## config.mk

```make
export PLATFORM = sky130hd
export DESIGN_NAME = dtp_sample_scheduler_flat
export DESIGN_NICKNAME = d
export VERILOG_FILES = /design/src/rtl/rf_pkg.sv /design/src/rtl/dtp_sample_scheduler_if.sv /design/src/rtl/dtp_sample_scheduler_done_tracker.sv /design/src/rtl/dtp_sample_scheduler.sv /design/src/flat_wrapper.sv
export SDC_FILE = /design/constraint.sdc
export NUM_CORES = 1
export LEC_CHECK = 0
export CORE_UTILIZATION = 45
export CTS_CLUSTER_SIZE = 24
export DETAILED_ROUTE_END_ITERATION = 12
export GPL_TIMING_DRIVEN = 0
export PLACE_DENSITY = 0.87
export SLEW_MARGIN = 10
export SYNTH_ARGS = -nofsm -noshare
export SYNTH_HDL_FRONTEND = slang
export SYNTH_SLANG_ARGS = --single-unit
```

## constraint.sdc

```tcl
create_clock -name clk -period 1.9 [get_ports clk]
set_input_delay 0.57 -clock clk [delete_from_list [all_inputs] [get_ports clk]]
set_output_delay 0.57 -clock clk [all_outputs]
set_load 0.005 [all_outputs]
```

## src/rtl/rf_pkg.sv

```systemverilog
// rf_pkg: shared scheduler state encoding and timing constants.
package rf_pkg;
  typedef enum logic [2:0] {
    S_IDLE, S_ARM, S_WAIT_AVAI, S_RUN, S_SETTLE, S_CLOSE
  } sched_state_t;
  localparam int SCHED_SETTLE_CYCLES = 2;
endpackage

```

## src/rtl/dtp_sample_scheduler_if.sv

```systemverilog
// dtp_sample_scheduler_if: host, attribute RAM and DTP array signals of the sample scheduler.
interface dtp_sample_scheduler_if #(
  parameter int N_DTPS = 4,
  parameter int CNT_W  = 16
);
  logic              i_batch_start;
  logic [CNT_W-1:0]  i_batch_len;
  logic              i_abort;
  logic              o_att_ram_start;
  logic              o_att_ram_end;
  logic              i_is_att_ram_avai;
  logic              i_is_sample_done;
  logic [N_DTPS-1:0] o_dtp_start;
  logic [N_DTPS-1:0] i_dtp_done;
  logic [N_DTPS-1:0] o_att_ram_switch;
  logic [CNT_W-1:0]  o_sample_cnt;
  logic              o_busy;
  logic              o_batch_done;
  logic              o_err;
  modport master (
    input  i_batch_start, i_batch_len, i_abort, i_is_att_ram_avai, i_is_sample_done, i_dtp_done,
    output o_att_ram_start, o_att_ram_end, o_dtp_start, o_att_ram_switch, o_sample_cnt, o_busy,
           o_batch_done, o_err
  );
  modport slave (
    output i_batch_start, i_batch_len, i_abort, i_is_att_ram_avai, i_is_sample_done, i_dtp_done,
    input  o_att_ram_start, o_att_ram_end, o_dtp_start, o_att_ram_switch, o_sample_cnt, o_busy,
           o_batch_done, o_err
  );
endinterface

```

## src/rtl/dtp_sample_scheduler_done_tracker.sv

```systemverilog
// dtp_done_tracker: per-sample DTP completion mask, duplicate filter and registered bank-switch pulses.
module dtp_done_tracker #(
  parameter int N_DTPS = 4
) (
  input  logic              clk,
  input  logic              rst_n,
  input  logic              run_i,
  input  logic              flush_i,
  input  logic [N_DTPS-1:0] done_i,
  output logic [N_DTPS-1:0] switch_o,
  output logic              all_done_o
);
  logic [N_DTPS-1:0] mask_q, mask_d, switch_q, switch_d, new_done;
  always_comb begin
    new_done   = run_i ? done_i & ~mask_q : '0;
    all_done_o = run_i && &(mask_q | new_done);
    mask_d     = (run_i && !all_done_o && !flush_i) ? mask_q | new_done : '0;
    switch_d   = flush_i ? '0 : new_done;
  end
  always_ff @(posedge clk) begin
    if (!rst_n) begin
      mask_q   <= '0;
      switch_q <= '0;
    end else begin
      mask_q   <= mask_d;
      switch_q <= switch_d;
    end
  end
  assign switch_o = switch_q;
endmodule

```

## src/rtl/dtp_sample_scheduler.sv

```systemverilog
// dtp_sample_scheduler: sequences the DTP array over a batch of samples in the attribute RAM.
// Optional run watchdog enabled by SCHED_WATCHDOG_EN.
module dtp_sample_scheduler
  import rf_pkg::*;
#(
  parameter int N_DTPS     = 4,
  parameter int CNT_W      = 16,
  parameter int WDT_CYCLES = 4096
) (
  input logic clk,
  input logic rst_n,
  dtp_sample_scheduler_if.master bus
);
  sched_state_t      state_q, state_d;
  logic [CNT_W-1:0]  cnt_q, len_q;
  logic [N_DTPS-1:0] dtp_start_q;
  logic [1:0]        settle_q;
  logic              wait_q, all_done, wdt_close, start, len_hit, run;
  assign start   = state_q == S_IDLE && bus.i_batch_start;
  assign len_hit = len_q != '0 && cnt_q == len_q;
  assign run     = state_q == S_RUN;
  dtp_done_tracker #(.N_DTPS(N_DTPS)) u_tracker (
    .clk       (clk),
    .rst_n     (rst_n),
    .run_i     (run),
    .flush_i   (bus.i_abort),
    .done_i    (bus.i_dtp_done),
    .switch_o  (bus.o_att_ram_switch),
    .all_done_o(all_done)
  );
  always_comb begin
    state_d = state_q;
    case (state_q)
      S_IDLE:      state_d = bus.i_batch_start ? S_ARM : S_IDLE;
      S_ARM:       state_d = S_WAIT_AVAI;
      S_WAIT_AVAI: state_d = (bus.i_abort || len_hit) ? S_CLOSE :
                             bus.i_is_att_ram_avai ? S_RUN :
                             (wait_q && bus.i_is_sample_done) ? S_CLOSE : S_WAIT_AVAI;
      S_RUN:       state_d = bus.i_abort ? S_CLOSE : all_done ? S_SETTLE :
                             wdt_close ? S_CLOSE : S_RUN;
      S_SETTLE:    state_d = bus.i_abort ? S_CLOSE :
                             settle_q == 2'(SCHED_SETTLE_CYCLES - 1) ? S_WAIT_AVAI : S_SETTLE;
      S_CLOSE:     state_d = S_IDLE;
      default:     state_d = S_IDLE;
    endcase
  end
  // wait_q is low on the first WAIT_AVAI cycle, masking a stale sample-done from the RAM
  always_ff @(posedge clk) begin
    if (!rst_n) begin
      state_q     <= S_IDLE;
      cnt_q       <= '0;
      len_q       <= '0;
      dtp_start_q <= '0;
      settle_q    <= '0;
      wait_q      <= 1'b0;
    end else begin
      state_q     <= state_d;
      cnt_q       <= start ? '0 : (run && all_done && !bus.i_abort) ? cnt_q + 1'b1 : cnt_q;
      len_q       <= start ? bus.i_batch_len : len_q;
      dtp_start_q <= (state_q == S_WAIT_AVAI && state_d == S_RUN) ? '1 : '0;
      settle_q    <= state_q == S_SETTLE ? settle_q + 2'd1 : 2'd0;
      wait_q      <= state_q == S_WAIT_AVAI;
    end
  end
`ifdef SCHED_WATCHDOG_EN
  localparam int WDT_W = $clog2(WDT_CYCLES + 1);
  logic [WDT_W-1:0] wdt_q;
  logic             err_q;
  assign wdt_close = run && wdt_q == WDT_W'(WDT_CYCLES - 1) && !bus.i_abort && !all_done;
  always_ff @(posedge clk) begin
    if (!rst_n) begin
      wdt_q <= '0;
      err_q <= 1'b0;
    end else begin
      wdt_q <= run ? wdt_q + 1'b1 : '0;
      err_q <= start ? 1'b0 : err_q | wdt_close;
    end
  end
  assign bus.o_err = err_q;
`else
  logic unused_wdt;
  assign unused_wdt = ^WDT_CYCLES;
  assign wdt_close  = 1'b0;
  assign bus.o_err  = 1'b0;
`endif
  assign bus.o_att_ram_start = state_q == S_ARM;
  assign bus.o_att_ram_end   = state_q == S_CLOSE;
  assign bus.o_batch_done    = state_q == S_CLOSE;
  assign bus.o_busy          = state_q != S_IDLE;
  assign bus.o_dtp_start     = dtp_start_q;
  assign bus.o_sample_cnt    = cnt_q;
endmodule
```

## src/flat_wrapper.sv

```systemverilog
// flat-port wrapper written by rule: the top's interface ports become plain ports
module dtp_sample_scheduler_flat import rf_pkg::*;
#(
  parameter int N_DTPS     = 4,
  parameter int CNT_W      = 16,
  parameter int WDT_CYCLES = 4096
)
  (clk, rst_n, bus_i_batch_start, bus_i_batch_len, bus_i_abort, bus_i_is_att_ram_avai, bus_i_is_sample_done, bus_i_dtp_done, bus_o_att_ram_start, bus_o_att_ram_end, bus_o_dtp_start, bus_o_att_ram_switch, bus_o_sample_cnt, bus_o_busy, bus_o_batch_done, bus_o_err);
  dtp_sample_scheduler_if #(.N_DTPS(N_DTPS), .CNT_W(CNT_W)) bus_i ();
  input logic clk;
  input logic rst_n;
  input wire logic [$bits(bus_i.i_batch_start)-1:0] bus_i_batch_start;
  input wire logic [$bits(bus_i.i_batch_len)-1:0] bus_i_batch_len;
  input wire logic [$bits(bus_i.i_abort)-1:0] bus_i_abort;
  input wire logic [$bits(bus_i.i_is_att_ram_avai)-1:0] bus_i_is_att_ram_avai;
  input wire logic [$bits(bus_i.i_is_sample_done)-1:0] bus_i_is_sample_done;
  input wire logic [$bits(bus_i.i_dtp_done)-1:0] bus_i_dtp_done;
  output wire logic [$bits(bus_i.o_att_ram_start)-1:0] bus_o_att_ram_start;
  output wire logic [$bits(bus_i.o_att_ram_end)-1:0] bus_o_att_ram_end;
  output wire logic [$bits(bus_i.o_dtp_start)-1:0] bus_o_dtp_start;
  output wire logic [$bits(bus_i.o_att_ram_switch)-1:0] bus_o_att_ram_switch;
  output wire logic [$bits(bus_i.o_sample_cnt)-1:0] bus_o_sample_cnt;
  output wire logic [$bits(bus_i.o_busy)-1:0] bus_o_busy;
  output wire logic [$bits(bus_i.o_batch_done)-1:0] bus_o_batch_done;
  output wire logic [$bits(bus_i.o_err)-1:0] bus_o_err;
  assign bus_i.i_batch_start = bus_i_batch_start;
  assign bus_i.i_batch_len = bus_i_batch_len;
  assign bus_i.i_abort = bus_i_abort;
  assign bus_i.i_is_att_ram_avai = bus_i_is_att_ram_avai;
  assign bus_i.i_is_sample_done = bus_i_is_sample_done;
  assign bus_i.i_dtp_done = bus_i_dtp_done;
  assign bus_o_att_ram_start = bus_i.o_att_ram_start;
  assign bus_o_att_ram_end = bus_i.o_att_ram_end;
  assign bus_o_dtp_start = bus_i.o_dtp_start;
  assign bus_o_att_ram_switch = bus_i.o_att_ram_switch;
  assign bus_o_sample_cnt = bus_i.o_sample_cnt;
  assign bus_o_busy = bus_i.o_busy;
  assign bus_o_batch_done = bus_i.o_batch_done;
  assign bus_o_err = bus_i.o_err;
  dtp_sample_scheduler #(.N_DTPS(N_DTPS), .CNT_W(CNT_W), .WDT_CYCLES(WDT_CYCLES)) u_core (.clk(clk), .rst_n(rst_n), .bus(bus_i));
endmodule
```

# Word level (Yosys, flattened, before mapping)
# Cells that the tools add are included.
[word_totals] in_bits=26 latch_bits=0 regBits=50 mem_bits_rw=0 output_inout_bits=29 romBits=0 memories=0
[classes] n_reduce_logical=20 n_mux=11 order_cmp=0 add_sub_neg=2 div=0 shift=0 mul=0 eq_ne=8 bitwise=4
[ops] operator="2-to-1 mux 3 bit" count=7
[ops] operator="adder 16 x 1 -> 16 bit (second input constant)" count=1
[ops] operator="equality test 16 bit" count=1
[ops] operator="nonzero test 16 bit" count=1
[ops] operator="one-hot mux 3 bit (5 select lines)" count=1
[ops] operator="equality test 3 x 2 -> 1 bit (second input constant)" count=3
[ops] operator="logical AND 1 bit" count=9
[ops] operator="2-to-1 mux 4 bit" count=2
[ops] operator="equality test 3 bit (second input constant)" count=2
[ops] operator="bitwise AND 4 bit" count=1
[ops] operator="inverter 4 bit" count=1
[ops] operator="OR 4 bit" count=1
[ops] operator="AND reduction 2 bit" count=2
[ops] operator="AND reduction 4 bit" count=1
[ops] operator="OR reduction 2 bit" count=2
[ops] operator="equality test 3 x 1 -> 1 bit (second input constant)" count=1
[ops] operator="zero test 3 bit" count=1
[ops] operator="nonzero test 3 bit" count=1
[ops] operator="adder 2 x 1 -> 2 bit (second input constant)" count=1
[ops] operator="equality test 2 x 1 -> 1 bit (second input constant)" count=1
[ops] operator="zero test 1 bit" count=2
[ops] operator="logical OR 1 bit" count=1
[ops] operator="2-to-1 mux 1 bit" count=1
[ops] operator="inverter 1 bit" count=1

# Logic depth before layout (Yosys ltp)
[depth] word_depth=12 ltp_mapped=7 mapped_depth_nobuf=6

# By module
# A second synthesis with hierarchy kept.
[unflattened] hier_cells=274 area_unflattened_um2=2302.2
[by_module_without_submodules] mod="dtp_sample_scheduler" cells_per_inst=249 instances=1 area_per_inst_um2=2029.4
[by_module_without_submodules] mod="dtp_done_tracker" cells_per_inst=25 instances=1 area_per_inst_um2=272.8

# Worst setup path after synthesis
# OpenSTA, ideal clock, no wires.
[synth_path] path_kind="input port to flip-flop" startpoint="input bus_i_abort" endpoint="register u_core.cnt_q[13] (netlist: u_core.bus.o_sample_cnt[13])" n_path_buf=0 path_slack_ns=0.012 cell_stages=5 setup_time_ns=0.120 t_arrival_ns=1.768 cell_sequence="nand4bb_4 or4_1 nor3_2 a31o_2 a21oi_1"
[synth_between] elab_chain_cells=2
[synth_rtl] element="start: declaration" line_no="flat_wrapper.sv:14" rtl="input wire logic [$bits(bus_i.i_abort)-1:0] bus_i_abort;"
[synth_rtl] element="zero test 1 bit" line_no="dtp_sample_scheduler.sv:58" rtl="cnt_q <= start ? '0 : (run && all_done && !bus.i_abort) ? cnt_q + 1'b1 : cnt_q;"
[synth_rtl] element="logical AND 1 bit" line_no="dtp_sample_scheduler.sv:58"
[synth_rtl] element="end signal: assignment" line_no="dtp_sample_scheduler.sv:58"
[synth_rtl] element="end: declaration" line_no="dtp_sample_scheduler.sv:15" rtl="logic [CNT_W-1:0] cnt_q, len_q;"
# No other way between the ends.
# A chain may end at the register's enable or synchronous reset.

# Worst setup path in the final report
[layout_path] startpoint="input bus_i_batch_start" endpoint="register u_core.cnt_q[9] (netlist: u_core.bus.o_sample_cnt[9])"
[layout_between] elab_chain_cells=2
[layout_rtl] element="start: declaration" line_no="flat_wrapper.sv:12" rtl="input wire logic [$bits(bus_i.i_batch_start)-1:0] bus_i_batch_start;"
[layout_rtl] element="logical AND 1 bit" line_no="dtp_sample_scheduler.sv:19" rtl="assign start = state_q == S_IDLE && bus.i_batch_start;"
[layout_rtl] element="OR reduction 2 bit (no source line)"
# No other way between the ends.

==> impl_metrics.csv <==
group,metric,value,unit
run_status,run_status,"complete, but fails checks",
run_status,violations,"setup timing",
clocking,clock_latency,0.30,ns
yosys,synth-async-reset-ratio,0,%
pwr,peakVddDrop,598.3,µV
sta,fin_worst_skew,0.007038,ns
placement,place_inst,408,
setup_path,slowest_stage,"clkdlybuf4s50_1",
setup_path,arrival,2.12,ns
clocking,cts.sinks,47,
setup_path,crit_chain,"clkdlybuf4s50_1, or4b_1, buf_6, and3_1, mux2_4",
final_layout,final_nets,393,
global_routing,globalRouteOverflowTotal,0,
clocking,hold_buffers,0,
yosys,syn_nets,313,
clocking,cts-root-buf,"clkbuf_8",
final_layout,final_util,67.05,%
yosys,synth_top_family_by_area,"simple AND/OR/NAND/NOR gates",
die,dieWidth,75.58,µm
setup_path,worstSetupPathType,"input pin to flip-flop",
setup_path,r2r-end,"u_core.bus.o_sample_cnt[9]",
global_routing,grt_max_degree,16,
sta,fmax,0.5197,GHz
sta,fin_ws,-0.02436,ns
detailed_routing,wirelength,6407,µm
yosys,synthSimpleGateAreaFrac,31.43,%
setup_path,cp_max_fo,10,
die,die-area,0.005712,mm²
sta,slew_headroom,66.81,%
yosys,yosys.area.top_type,"dfxtp_1",
setup_path,crit_family,"buffers and inverters",
clocking,cts_tree,"done",
sta,tightest_slew,0.4913,ns
yosys,synth_top_cell_area_share,38.62,%
detailed_routing,antenna_left,0,
final_layout,drive_above_1_share,24.59,%
sta,rsz0062_at_grt,"true",
die,die_h,75.58,µm
pwr,power,2937,µW
final_layout,diodes,0,
setup_path,timing.rr.start,"u_core.bus.o_sample_cnt[4]",
global_routing,first_global_vias,2237,
die,core,0.005172,mm²
detailed_routing,firstDrtPassIters,5,
job,cap_violations,0,
yosys,synth_flop_cell,"dfxtp_1",
detailed_routing,vias_per_cell,5.468,
setup_path,max_stage_delay,0.49,ns
setup_path,crit_required,2.09,ns
hold_path,hold_path_depth,1,
global_routing,grt_antenna_before_repair,0,
die,num_rows,26,
yosys,synthAdderAreaFrac,1.027,%
yosys,synth-edff-count,0,
global_routing,track_usage,23.40,%
detailed_routing,vias,2384,
yosys,yosysSeqAreaShare,38.62,%
yosys,synth_seq_cells,47,
clocking,clk_path_buf_depth,2,
hold_path,hp-start,"u_core.settle_q[0]",
clocking,path_clk_slew,0.08,ns
sta,drv_slew,0,
placement,hpwl,4125,µm
placement,portBuffers,53,
setup_path,r2r_cells,6,
yosys,synthMuxAreaShare,0.8731,%
yosys,postSynthCellCount,285,
setup_path,reg2reg_slack,0.04,ns
pwr,powerDensity,846.8,mW/mm²
yosys,synth_compound_area_share,12.63,%
sta,min_period,1.924,ns
yosys,synth.top_cells.by_area,"dfxtp_1 (39%), nand2_1 (6.5%), xnor2_1 (5.4%), a21boi_0 (4.6%), nor2_1 (4.0%)",
setup_path,start_kind,"input pin",
yosys,yosys.area_share.xor_xnor,8.629,%
global_routing,grt_pass1_wl,10060,µm
pwr,p_leak,0.001402,µW
die,start_util,47.10,%
yosys,synth_cell_types,53,
final_layout,layout.cells.non_filler,436,
sta,setup_violations,2,
sta,hold_violations,0,
detailed_routing,wl_per_cell,14.69,µm
final_layout,area_delta_synth_final,42.37,%
yosys,avgSynthCellArea,8.548,µm²
sta,finalCritPeriodShare,101.3,%
detailed_routing,drc_errors,0,
yosys,syn_area,0.002436,mm²
die,ios,55,
hold_path,holdPathEnd,"u_core.settle_q[0]",
hold_path,hold_class,"flip-flop to flip-flop",
clocking,cts_made_buffers,5,
detailed_routing,drt_iter0_drc,147,
setup_path,crit_path_end_kind,"flip-flop",
setup_path,cp.buffers_inverters,2,
clocking,ctsHtreeMaxLevel,2,
placement,routabilityCongestion,0.9226,
yosys,synth_warnings,0,
## logic make-up (layout without fill, tap and decap cells)
group / after synthesis / after routing
adders and majority gates: 2 / 2
buffers and inverters: 31 / 112
xor gates and xnor gates: 24 / 24
muxes: 2 / 2
and+or+nand+nor: 135 / 135
other: 1 / 1
DFF: 47 / 47
AOI/OAI and AO/OA: 43 / 43
## where the power goes
group / total, µW / switching [µW] / internal, µW / leakage (µW)
Sequential: 1220 / 111 / 1110 / 0.000388
Combinational: 1110 / 558 / 554 / 0.000974
Clock: 604 / 347 / 256 / 0.0000402
## timing repair
action,4_1_cts,5_1_grt
cloned,2,0
endpoints found under the setup margin,35,34
setup buffers,16,3
hold endpoints to repair,0,0
resized for setup,59,17
pin swaps,16,13
## routing by layer
layer	routed length, µm	vias to the layer above	share of wire (%)	GRT usage [%]
met1	2625	1108	41	27.54
li1	-	1158	-	-
met5	0	-	0	0
met3	354	15	5.5	5.159
met2	3274	103	51	40.38
met4	152	0	2.4	11.32
## how the worst max path moves through the flow
stage / start / endpoint / slack (ns) / depth (start not counted)
2_1_floorplan: bus_i_abort / u_core.bus.o_sample_cnt[13] / 0.01 / 5
3_3_place_gp: bus_i_abort / u_core.bus.o_sample_cnt[13] / -0.74 / 6
3_5_place_dp: bus_i_abort / u_core.bus.o_sample_cnt[13] / -0.78 / 6
4_1_cts: bus_i_batch_start / u_core.bus.o_sample_cnt[9] / -0.03 / 5
5_1_grt: u_core.bus.o_sample_cnt[4] / u_core.bus.o_sample_cnt[9] / -0.06 / 6
6_report: bus_i_batch_start / u_core.bus.o_sample_cnt[9] / -0.02 / 5
## Yosys cell counts, types with 2 or more instances
master / number
xnor2_1: 15
o22ai_1: 4
nor4_1: 6
nand4_1: 8
dfxtp_1: 47
a41oi_1: 2
xor2_1: 9
nor2_1: 26
nor4_4: 2
nor3_1: 8
buf_4: 6
nand2_1: 42
clkbuf_1: 7
and4_1: 3
and4b_1: 4
o31ai_1: 3
ha_1: 2
a211o_1: 2
buf_2: 5
o21ai_0: 3
buf_6: 2
and3_1: 4
a21oi_1: 6
nor2_2: 2
or4_1: 2
a31o_2: 2
a21boi_0: 15
inv_1: 10
nor3b_1: 5
nand3_1: 10
## final cells by class
class                   count  area (µm²)
fillers                   394        1704
multi-input cells         207        1445
flip-flops and latches     47       960.9
repair buffers             74       690.7
plain buffers              20       157.7
well taps                  70       87.58
clock buffers               5       68.82
inverters                  10       37.54
clock inverters             3       20.02
## cell usage in the layout, fill, tap and decap left out, types with 6 or more instances in the layout
master and count:
clkdlybuf4s50_1 44, nand2_1 41, dfxtp_1 35, buf_4 25, nor2_1 24, a21boi_0 15, xnor2_1 13, inv_1 10
dfxtp_2 10, buf_6 9, nand3_1 9, nand4_1 8, xor2_1 8, clkbuf_8 7, nor3_1 7, nor4_1 6
## sequential cells by signal (all words and copies together), names as in the netlist
| register | count |
|---|---|
| u_core.bus.o_sample_cnt | 16 |
| u_core.u_tracker.mask_q | 4 |
| u_core.wait_q | 1 |
| u_core.state_q | 3 |
| u_core.len_q | 16 |
| u_core.settle_q | 2 |
| u_core.u_tracker.switch_o | 4 |
| u_core.bus.o_dtp_start | 1 |
## stage by stage
| step | hold slack, ns | setup TNS (ns) | area, µm² | setup slack [ns] |
|---|---|---|---|---|
| after floorplan | 0.3988 | 0 | 2436 | 0.01248 |
| after global placement | 0.4077 | -14.15 | 3054 | -0.7421 |
| after detailed placement | 0.4157 | -15.36 | 3054 | -0.7783 |
| after CTS | 0.4274 | -0.05827 | 3403 | -0.02669 |
| after global routing | 0.4547 | -0.1801 | 3468 | -0.06307 |
| final | 0.4269 | -0.03869 | 3468 | -0.02436 |
Power figures use the tool's default switching activity.
